## src/rtl/qc_seq.sv

```systemverilog
// Sequential branch-condition compare: scans SLICE-bit slices MSB-first, one per clock.
// Latency: NSL cycles from accept to out_valid, or k+1 when EARLY_EXIT and slice k is the first to differ.
// Backpressure: single op in flight; in_ready only in IDLE, result held in DONE until out_ready.
module qc_seq #(
    parameter int WIDTH      = 32,
    parameter int SLICE      = 8,
    parameter int EARLY_EXIT = 1
) (
    input  logic                              clk,
    input  logic                              reset,
    input  logic                              flush,
    input  logic                              in_valid,
    output logic                              in_ready,
    input  logic [WIDTH-1:0]                  RSbus,
    input  logic [WIDTH-1:0]                  RTbus,
    input  logic [2:0]                        op,
    output logic                              out_valid,
    input  logic                              out_ready,
    output logic                              Result,
    output logic [$clog2(WIDTH/SLICE):0]      cycles
);

    localparam int NSL = WIDTH / SLICE;
    localparam int IW  = (NSL > 1) ? $clog2(NSL) : 1;
    localparam int CW  = $clog2(NSL) + 1;

    typedef enum logic [1:0] {IDLE, BUSY, DONE} state_t;

    state_t            state, state_n;
    logic [WIDTH-1:0]  a_q, b_q;
    logic [2:0]        op_q;
    logic              eq_q, lt_q;
    logic [IW-1:0]     idx_q;

    logic [SLICE-1:0]  a_sl, b_sl;
    logic              diff, first_diff, eq_n, lt_n, finish, accept, res_n;
    logic              sgn_op, z_op;
    logic [WIDTH-1:0]  a_in, b_in;

    // Operands shift left each cycle, so the slice under test is always the top one.
    assign a_sl       = a_q[WIDTH-1 -: SLICE];
    assign b_sl       = b_q[WIDTH-1 -: SLICE];
    assign diff       = (a_sl != b_sl);
    // Only the most significant differing slice decides the ordering.
    assign first_diff = eq_q & diff;
    assign eq_n       = eq_q & ~diff;
    assign lt_n       = first_diff ? (a_sl < b_sl) : lt_q;
    assign finish     = (idx_q == IW'(NSL - 1)) || ((EARLY_EXIT != 0) && first_diff);

    assign in_ready   = (state == IDLE);
    assign out_valid  = (state == DONE);
    assign accept     = (state == IDLE) && in_valid && !flush;

    assign z_op   = (op >= 3'd2) && (op <= 3'd5);
    assign sgn_op = (op >= 3'd2) && (op <= 3'd6);
    // Flipping both sign bits turns a signed compare into an unsigned one.
    assign a_in   = RSbus ^ {sgn_op, {(WIDTH-1){1'b0}}};
    assign b_in   = (z_op ? {WIDTH{1'b0}} : RTbus) ^ {sgn_op, {(WIDTH-1){1'b0}}};

    always_comb begin
        res_n = 1'b0;
        case (op_q)
            3'd0:    res_n = ~eq_n;
            3'd1:    res_n = eq_n;
            3'd2:    res_n = lt_n | eq_n;
            3'd3:    res_n = ~lt_n & ~eq_n;
            3'd4:    res_n = ~lt_n;
            default: res_n = lt_n;
        endcase
    end

    always_comb begin
        state_n = state;
        if (flush) begin
            state_n = IDLE;
        end else begin
            case (state)
                IDLE:    if (in_valid)  state_n = BUSY;
                BUSY:    if (finish)    state_n = DONE;
                DONE:    if (out_ready) state_n = IDLE;
                default: state_n = IDLE;
            endcase
        end
    end

    always_ff @(posedge clk or posedge reset) begin
        if (reset) state <= IDLE;
        else       state <= state_n;
    end

    always_ff @(posedge clk or posedge reset) begin
        if (reset) begin
            a_q    <= '0;
            b_q    <= '0;
            op_q   <= '0;
            eq_q   <= 1'b0;
            lt_q   <= 1'b0;
            idx_q  <= '0;
            Result <= 1'b0;
            cycles <= '0;
        end else if (accept) begin
            a_q   <= a_in;
            b_q   <= b_in;
            op_q  <= op;
            eq_q  <= 1'b1;
            lt_q  <= 1'b0;
            idx_q <= '0;
        end else if ((state == BUSY) && !flush) begin
            a_q   <= a_q << SLICE;
            b_q   <= b_q << SLICE;
            eq_q  <= eq_n;
            lt_q  <= lt_n;
            idx_q <= idx_q + IW'(1);
            if (finish) begin
                Result <= res_n;
                cycles <= CW'(idx_q) + CW'(1);
            end
        end
    end

endmodule

```

## config.mk

```make
export PLATFORM = sky130hd
export DESIGN_NAME = qc_seq
export DESIGN_NICKNAME = d
export VERILOG_FILES = /design/src/rtl/qc_seq.sv
export SDC_FILE = /design/constraint.sdc
export NUM_CORES = 1
export LEC_CHECK = 0
export ABC_AREA = 1
export BUFFER_PORTS_ARGS = -buffer_cell sky130_fd_sc_hd__buf_2
export CAP_MARGIN = 0
export CORE_MARGIN = 3
export CORE_UTILIZATION = 41
export DETAILED_ROUTE_END_ITERATION = 16
export MAX_ROUTING_LAYER = met4
export PLACE_DENSITY = 0.61
export SETUP_SLACK_MARGIN = 0.02
export SYNTH_ARGS = -nofsm -noshare
export SYNTH_HDL_FRONTEND = slang
export SYNTH_SLANG_ARGS = --single-unit
export TNS_END_PERCENT = 100
```

## constraint.sdc

```tcl
create_clock -name clk -period 2.7 [get_ports clk]
set_input_delay 0.27 -clock clk [delete_from_list [all_inputs] [get_ports clk]]
set_output_delay 0.27 -clock clk [all_outputs]
set_load 0.03 [all_outputs]
```

[Word-level counts from Yosys, hierarchy flattened]
Index checks and enable logic that the tools add are counted.
Cells by class
  $lt $le $gt $ge: 4
  bitwise operators: 10
  reduce and logical (&&, ||, !) cells: 12
  multipliers: 0
  shift operators: 0
  add/subtract/negate cells: 2
  multiplexer cells: 18
  div/mod/pow operators: 0
  eq/ne operators: 11
Operator list (count)
  32-bit 2-to-1 mux: 5
  32-bit XOR: 2
  2-bit 2-to-1 mux: 6
  8-bit less-than comparator: 1
  8-bit inequality test: 1
  3-bit by 2-bit == test with 1-bit output, second input constant: 2
  3-bit less-or-equal comparator, second input constant: 2
  3-bit inequality test, second input constant: 2
  2-bit one-hot mux with 3 select lines: 1
  3-bit AND reduction: 2
  1-bit logical AND: 5
  1-bit 2-to-1 mux: 5
  1-bit one-hot mux with 5 select lines: 1
  2-bit == test, second input constant: 2
  1-bit NOT: 4
  2-bit by 1-bit adder with 3-bit output, second input constant: 1
  1-bit bitwise AND: 3
  3-bit by 1-bit == test with 1-bit output, second input constant: 1
  3-bit == test, second input constant: 1
  3-bit by 2-bit >= comparator with 1-bit output, second input constant: 1
  3-bit zero test: 1
  3-bit by 2-bit inequality test with 1-bit output, second input constant: 1
  2-bit by 1-bit adder with 2-bit output, second input constant: 1
  2-bit by 1-bit == test with 1-bit output, second input constant: 1
  5 further kinds: 5
Storage, ports and cells
  memories kept: 0
  latch bits: 0
  bits in read-only memories: 0
  input port bits: 72
  bits in writable memories: 0
  output and inout bits: 6
  logic and storage cells: 66
  bits in registers: 77

[Logic depth before layout (Yosys ltp)]
Gate-level depths: netlist (run 1).
  depth in word-level cells: 6
  mapped depth: 15
  mapped depth without buffers: 15

[Least setup slack after synthesis (run 1)]
No wires, ideal clock.
  kind: register to register
  from: register a_q[31]
  to: register Result
  period minus slack after synthesis: 1.642 ns
  buffers on the path: 0
  arrival: 1.524 ns
  library setup time: 0.117 ns
  path slack: 1.058 ns
  cell stages (with the launch flop): 13
  required time: 2.583 ns
  cells stage by stage: dfrtp_1 > ha_1 > nand2_1 > nor2_1 > nand2_1 > nand2_1 > nor2_1 > nand2_1 > nand2_1 > nand2_1 > nand3_1 > nor2_1 > nor2_1
Between the ends
  longest elaborated chain between the ends: 6
  elaborated cells on any way between the ends: 13
  classes of those cells: 1 x order compare; 1 x eq/ne; 2 x mux; 7 x bitwise; 2 x reduce/logical
RTL lines
  start, declared: RTL line 30  | logic [WIDTH-1:0] a_q, b_q;
  start signal, assigned: RTL line 102  | a_q <= a_in;
  start signal, assigned: RTL line 109  | a_q <= a_q << SLICE;
  branches (longest 6 deep; another with 8-bit less-than comparator)
  end signal, assigned: RTL line 115  | Result <= res_n;
  end, declared: RTL line 19  | output logic Result,
Several ways; the timed one is not identified.
A chain may end at the register's enable or synchronous reset.

[Final worst setup path (run 1)]
  from: register state[1]
  to: register b_q[23]
Between the ends
  longest elaborated chain between the ends: 4
  elaborated cells on any way between the ends: 7
  classes of those cells: 1 x eq/ne; 1 x mux; 5 x reduce/logical
RTL lines
  start, declared: RTL line 29  | state_t state, state_n;
  start signal, assigned: RTL line 88  | else state <= state_n;
  2-bit zero test: RTL line 52  | assign accept = (state == IDLE) && in_valid && !flush;
  1-bit logical AND (2 in a row): RTL line 52
  32-bit 2-to-1 mux or 2-bit nonzero test (tied branches)
  end signal, assigned: RTL line 103  | b_q <= b_in;
  end signal, assigned: RTL line 110  | b_q <= b_q << SLICE;
  end, declared: RTL line 30
Several ways; a longest one is shown, not always the timed one.

==> reports/results.ini, run 1 <==
[pwr]
p_clk_share_pct=23.1
ir_drop_v=0.000349
swShare_pct=35.0
p_leak_uw=0.00210
p_comb_share_pct=30.4
seqPwrFrac_pct=46.5
p_sw_uw=1290
powerDensity_nw_per_um2=863
internal-power_uw=2390
total_power_uw=3680

[layout]
multi_input_area_sq_um=1360
nNetsFinal=572
drive_gt1_share_pct=21.8
seqCellArea_sq_um=1930
syn_to_final_growth_pct=18.1
fillers=851
diodes=0

[worst_setup_path]
critPathKind=register to register
end_kind=register
r2r_cells=5
worstPathArrival_ns=2.26
crit_chain=nor2_2, nand3_2, a21oi_4, a22oi_1, nand2_1
critPathRequiredTime_ns=2.98
max_stage_delay_ns=0.72
critPathLaunchType=register
crit_slowest_cell=a21oi_4
crit_fanout=31

[die]
initial_utilization_pct=43.1
die_x_um=99.9
boundaryPins=78
dieArea_sq_um=9980
rows=33
die_y_um=99.9
core_sq_um=8380

[clock_network]
insertion_delay_ns=0.35
post_cts_resized=0
clockRootBuffer=clkbuf_8
tritoncts=built
cts.clk_slew.worst_paths_ns=0.08
cts_sinks=77
cts-htree-levels=3
numCtsBuffers=9
cts_max_path_buffers=2

[synth]
syn_area_sq_um=3610
synth_area_per_cell_sq_um=8.65
synth_cell_types=28
syn_nets=499
synthCells=418
synth.ff_latch_count=77
ys_seq_area_share_pct=53.3
synth_top_family_by_area=compound AO/OA/AOI/OAI gates
synth_largest_area_cell=dfrtp_1
ys_warn_count=0
synth_compound_area_share_pct=18.3
synthAdderAreaFrac_pct=3.12
synth_top_area_share_pct=53.3
synthSimpleGateAreaFrac_pct=15.9
ys_top_cells_by_area=dfrtp_1 (53%), nand2_1 (11%), o21ai_0 (8.7%), inv_1 (5.2%), ha_1 (3.1%)
yosys.area_share.xor_xnor_pct=0.242
synth_mux_area_share_pct=0

[outcome]
status=finished, final reports clean

[placement]
gp_congestion=0.781
hpwl_um=5750
portBuffers=77

[global_route]
grt_pass1_vias=2939
overflow=0
grt_max_degree=45
grt.total_usage_pct=18.1
antenna_found_initial=0
grt_pass1_wl_um=14000

[timing]
tightest_slew_ns=0.778
setup_viol=0
clock.fmax_mhz=504
min_period_ns=1.98
slew_viol_final=0
rsz0062_at_grt=false
clock-skew-final_ns=0.0104
fin_setup_tns_ns=0
hold_viol_final=0
max-slew-margin-rel_pct=48.0
fin_crit_sh_pct=73.4

[detailed_routing]
vias=3000
postRouteAntennaNets=0
drtIter0Drc=130
wl_per_cell_um=13.7
drc_errors=0
drt-vias-per-instance=4.99
firstDrtPassIters=4
wl_um=8250

[worst_hold_path]
worstHoldPathCells=2
hp-class=primary input to register

[job]
cap_violations=0

critical path: cells and delay by family (launching register included):
family             cells  cell delay, ns
and+or+nand+nor        3            0.55
DFF                    1            0.43
AOI/OAI and AO/OA      2            0.92
cell type report:
| type | instances | share of cell area, % |
|---|---|---|
| multi-input cells | 265 | 31.9 |
| clock inverters | 5 | 1.41 |
| repair buffers | 84 | 10.6 |
| clock buffers | 11 | 3.08 |
| well taps | 105 | 3.08 |
| flip-flops and latches | 77 | 45.1 |
| inverters | 54 | 4.78 |
state kept, by name, indices dropped and copies added, names as in the netlist:
name / count
eq_q: 1
cycles: 3
idx_q: 2
op_q: 3
state: 2
Result: 1
lt_q: 1
b_q: 32
a_q: 32
cell usage after synthesis, drive strengths merged:
cell / n
buf: 15
xor2: 1
o31ai: 1
clkbuf: 7
nand4: 3
nor3: 4
a31oi: 15
nand2: 103
inv: 54
nand3: 8
dfrtp: 77
a22o: 1
o211ai: 7
a21oi: 6
ha: 9
o21ai: 68
nor2: 25
o221ai: 6
a22oi: 8
path summary, 6_finish.rpt:
check | startpoint | endpoint | slack [ns]
worst min register to register | cycles[0]$_DFFE_PP0P_ | cycles[0]$_DFFE_PP0P_ | 0.48
max in group asynchronous | reset | a_q[29]$_DFFE_PP0P_ | 1.53
worst max-delay path | state[1]$_DFFE_PP0P_ | b_q[23]$_DFFE_PP0P_ | 0.72
worst min-delay path | out_ready | state[1]$_DFFE_PP0P_ | 0.12
min in group asynchronous | reset | b_q[1]$_DFFE_PP0P_ | 0.46
worst max register to register | state[1]$_DFFE_PP0P_ | b_q[23]$_DFFE_PP0P_ | 0.72
per-layer routing:
metal / routed length [um] / vias to the layer above / global-route usage, %
met3: 381 / 12 / 4.31
met2: 3900 / 74 / 27.8
met1: 3860 / 1387 / 24.3
li1: - / 1527 / -
met5: 0 / - / -
met4: 110 / 0 / 4.62
cells in the final DEF, fill, tap and decap left out, types with 2 or more instances in the layout:
cell type / instances
nand4_1: 3
buf_4: 5
clkinv_2: 2
ha_1: 9
a22oi_1: 8
nor2_1: 23
clkbuf_8: 9
a31oi_1: 15
nor2_2: 2
buf_2: 77
inv_1: 49
o21ai_0: 63
dfrtp_1: 77
nand2_1: 103
inv_2: 4
nor3_1: 3
o211ai_1: 7
o21ai_1: 5
a21oi_1: 4
nand3_1: 7
o221ai_1: 6
clkbuf_1: 2
logic make-up (layout without fill, tap and decap cells):
logic type                 Yosys count  after routing
AOI/OAI and AO/OA                  112            112
xor gates and xnor gates             1              1
adders and majority gates            9              9
buffers and inverters               76            154
DFF                                 77             77
and+or+nand+nor                    143            143
power groups by stage:
| stage | clock network, uW | registers [uW] | logic, uW |
|---|---|---|---|
| floorplan | 0 | 1750 | 799 |
| global placement | 0 | 1730 | 1090 |
| detailed placement | 0 | 1740 | 1120 |
| CTS | 874 | 1720 | 1130 |
| global route | 920 | 1760 | 1310 |
| finish | 851 | 1710 | 1120 |
through the flow:
stage / util, % / setup WS (ns) / cells / cell area (sq um) / hold slack (ns)
floorplan: - / 0.463 / 418 / 3610 / 0.377
global placement: 48.5 / 0.755 / 584 / 4070 / 0.296
detailed placement: 48.5 / 0.751 / 584 / 4070 / 0.299
CTS: 50.9 / 0.729 / 601 / 4270 / 0.112
global route: 50.9 / 0.479 / 601 / 4270 / 0.110
finish: 50.9 / 0.717 / 601 / 4270 / 0.118
timing repair:
| item | CTS | global route |
|---|---|---|
| hold buffers | 1 | 0 |
| buffers inserted | 0 | 0 |
| endpoints found under the hold margin | 25 | 0 |
Power figures use the tool's default switching activity.
==> inputs of run 2 (changes only) <==
==> constraint.sdc (replaced) <==
create_clock -name clk -period 2.1 [get_ports clk]
set_input_delay 0.21 -clock clk [delete_from_list [all_inputs] [get_ports clk]]
set_output_delay 0.21 -clock clk [all_outputs]
set_load 0.03 [all_outputs]
==> run 2 against run 1 <==
Net effect:
- wire length shrank 1.0%
- combinational power is 30% higher
- cell count is 0.50% higher
- largest power group unchanged
- non-clock buffer count is 4 higher
- via count shrank 1.2%
- core utilization is 0.64 points higher
- highest routed layer unchanged
- worst hold slack lost 0.054 ns
- critical path depth grew 2
==> reports/results.ini, run 2 (synthesis results as in run 1) <==
[detailed_routing]
maxUsedRoutingLayer=met4
firstDrtPassIters=4
drtIter0Drc=98
met2_length_um=3790
drt-vias-per-instance=4.91
m1WireLength_um=3960
drc_errors=0
met3WireLength_um=343
postRouteAntennaNets=0
wl_per_cell_um=13.5
vias=2965
wl_um=8160

[placement]
gp_congestion=0.796
dpl_worst_slack_ns=0.254
hpwl_um=5850
portBuffers=77

[worst_setup_path]
r2r_cells=7
critPathLaunchType=register
critPathBufInv=3
ff2ff_setup_slack_ns=0.30
crit_slowest_cell=dfrtp_1
worstPathArrival_ns=2.06
r2r_start=state[1]$_DFFE_PP0P_
max_stage_delay_ns=0.42
critPathRequiredTime_ns=2.36
end_kind=register
rr_endpoint=b_q[28]$_DFFE_PP0P_
cp_top_family=simple AND/OR/NAND/NOR gates
crit_fanout=15
crit_chain=nor2_2, nand3_2, inv_2, nor2_2, inv_2, buf_4, a31oi_1
critPathKind=register to register

[die]
initial_utilization_pct=43.1
core_sq_um=8380
die_y_um=99.9
boundaryPins=78
rows=33
die_x_um=99.9
dieArea_sq_um=9980

[layout]
final_common_cell=nand2_1
syn_to_final_growth_pct=19.6
utilization_pct=51.6
diodes=0
layout_common_cells=nand2_1 (102), dfrtp_1 (77), buf_2 (77)
drive_gt1_share_pct=22.8
reg_top3=a_q (32), b_q (32)
seqCellArea_sq_um=1930
nNetsFinal=576
multi_input_area_sq_um=1370
fillers=800

[timing]
tightest_slew_ns=0.675
fin_setup_tns_ns=0
rsz0062_at_grt=false
min_period_ns=1.80
setup_viol=0
max-slew-margin-rel_pct=55.0
worst_slack_ns=0.301
fin_crit_sh_pct=85.7
slew_viol_final=0
clock-skew-final_ns=0.00874
clock.fmax_mhz=556
hold_viol_final=0

[worst_hold_path]
hp-class=primary input to register
min_to=state[1]$_DFFE_PP0P_
hold_start=out_ready
worstHoldPathCells=2

[outcome]
status=finished, final reports clean

[global_route]
grt_pass1_wl_um=13700
grt.total_usage_pct=17.8
antenna_found_initial=0
grt_max_degree=54
grt_pass1_vias=2889
overflow=0

[pwr]
ir_drop_v=0.000473
p_clk_share_pct=24.4
seqPwrFrac_pct=45.5
p_leak_uw=0.00212
p_comb_share_pct=30.1
internal-power_uw=3200
p_sw_uw=1650
swShare_pct=34.0
powerDensity_nw_per_um2=1120

[clock_network]
cts-htree-levels=3
insertion_delay_ns=0.34
cts.clk_slew.worst_paths_ns=0.07
tritoncts=built
cts_setup_buffers=0
clockRootBuffer=clkbuf_8
numCtsBuffers=9
cts_sinks=77
cts_max_path_buffers=2

[job]
cap_violations=0

## run 2: changes by cell type in the layout (fill, tap and decap cells not counted), sizes merged
cell | previous run | this run
clkinv | 3 | 2
buf | 83 | 87
bufinv | 1 | 2
inv | 54 | 53
## run 2: metrics by stage
| stage | power, uW | cell area (sq um) | instances | hold slack (ns) |
|---|---|---|---|---|
| after floorplan | 3280 | 3620 | 418 | 0.317 |
| after global routing | 5270 | 4320 | 604 | 0.0537 |
| after detailed placement | 3690 | 4100 | 588 | 0.306 |
| final | 4850 | 4320 | 604 | 0.0649 |
| after global placement | 3630 | 4100 | 588 | 0.303 |
| after CTS | 4890 | 4320 | 604 | 0.0478 |
## run 2: cell type report
type | instances | share of cell area (%)
Multi-Input combinational cell | 265 | 31.7
Inverter | 54 | 4.78
Clock inverter | 4 | 1.71
Sequential cell | 77 | 44.6
Clock buffer | 11 | 3.04
Tap cell | 105 | 3.04
Timing Repair Buffer | 88 | 11.2
## run 2: repair_timing
item                                   CTS  global route
resized for setup                        0             3
hold buffers                             1             0
setup endpoints to repair                0             1
endpoints found under the hold margin   24             0
## run 2: power groups by stage
stage	sequential, uW	clock [uW]	combinational, uW
after detailed placement	2240	0	1450
after global routing	2280	1270	1720
after global placement	2220	0	1410
after floorplan	2250	0	1030
final	2210	1180	1460
after CTS	2210	1210	1460
## run 2: worst register-to-register path, stage by stage (launching register included)
cell and delay, ns:
dfrtp_1 0.42, nor2_2 0.07, nand3_2 0.12, inv_2 0.05, nor2_2 0.37, inv_2 0.25
buf_4 0.25, a31oi_1 0.18
## run 2: worst max path at each step
stage                         start             endpoint  cells past startpoint
6_report       state[1]$_DFFE_PP0P_  b_q[28]$_DFFE_PP0P_                      7
5_1_grt         a_q[31]$_DFFE_PP0P_   Result$_DFFE_PP0P_                     12
4_1_cts         b_q[29]$_DFFE_PP0P_   Result$_DFFE_PP0P_                     13
3_5_place_dp    a_q[31]$_DFFE_PP0P_   Result$_DFFE_PP0P_                     12
3_3_place_gp    a_q[31]$_DFFE_PP0P_   Result$_DFFE_PP0P_                     12
2_1_floorplan   a_q[31]$_DFFE_PP0P_   Result$_DFFE_PP0P_                     12
## run 2: routing by layer
metal / up-vias / GRT usage [%]
met1: 1365 / 24.4
met2: 58 / 27.1
met4: 0 / 3.78
li1: 1534 / -
met3: 8 / 4.38
met5: - / -
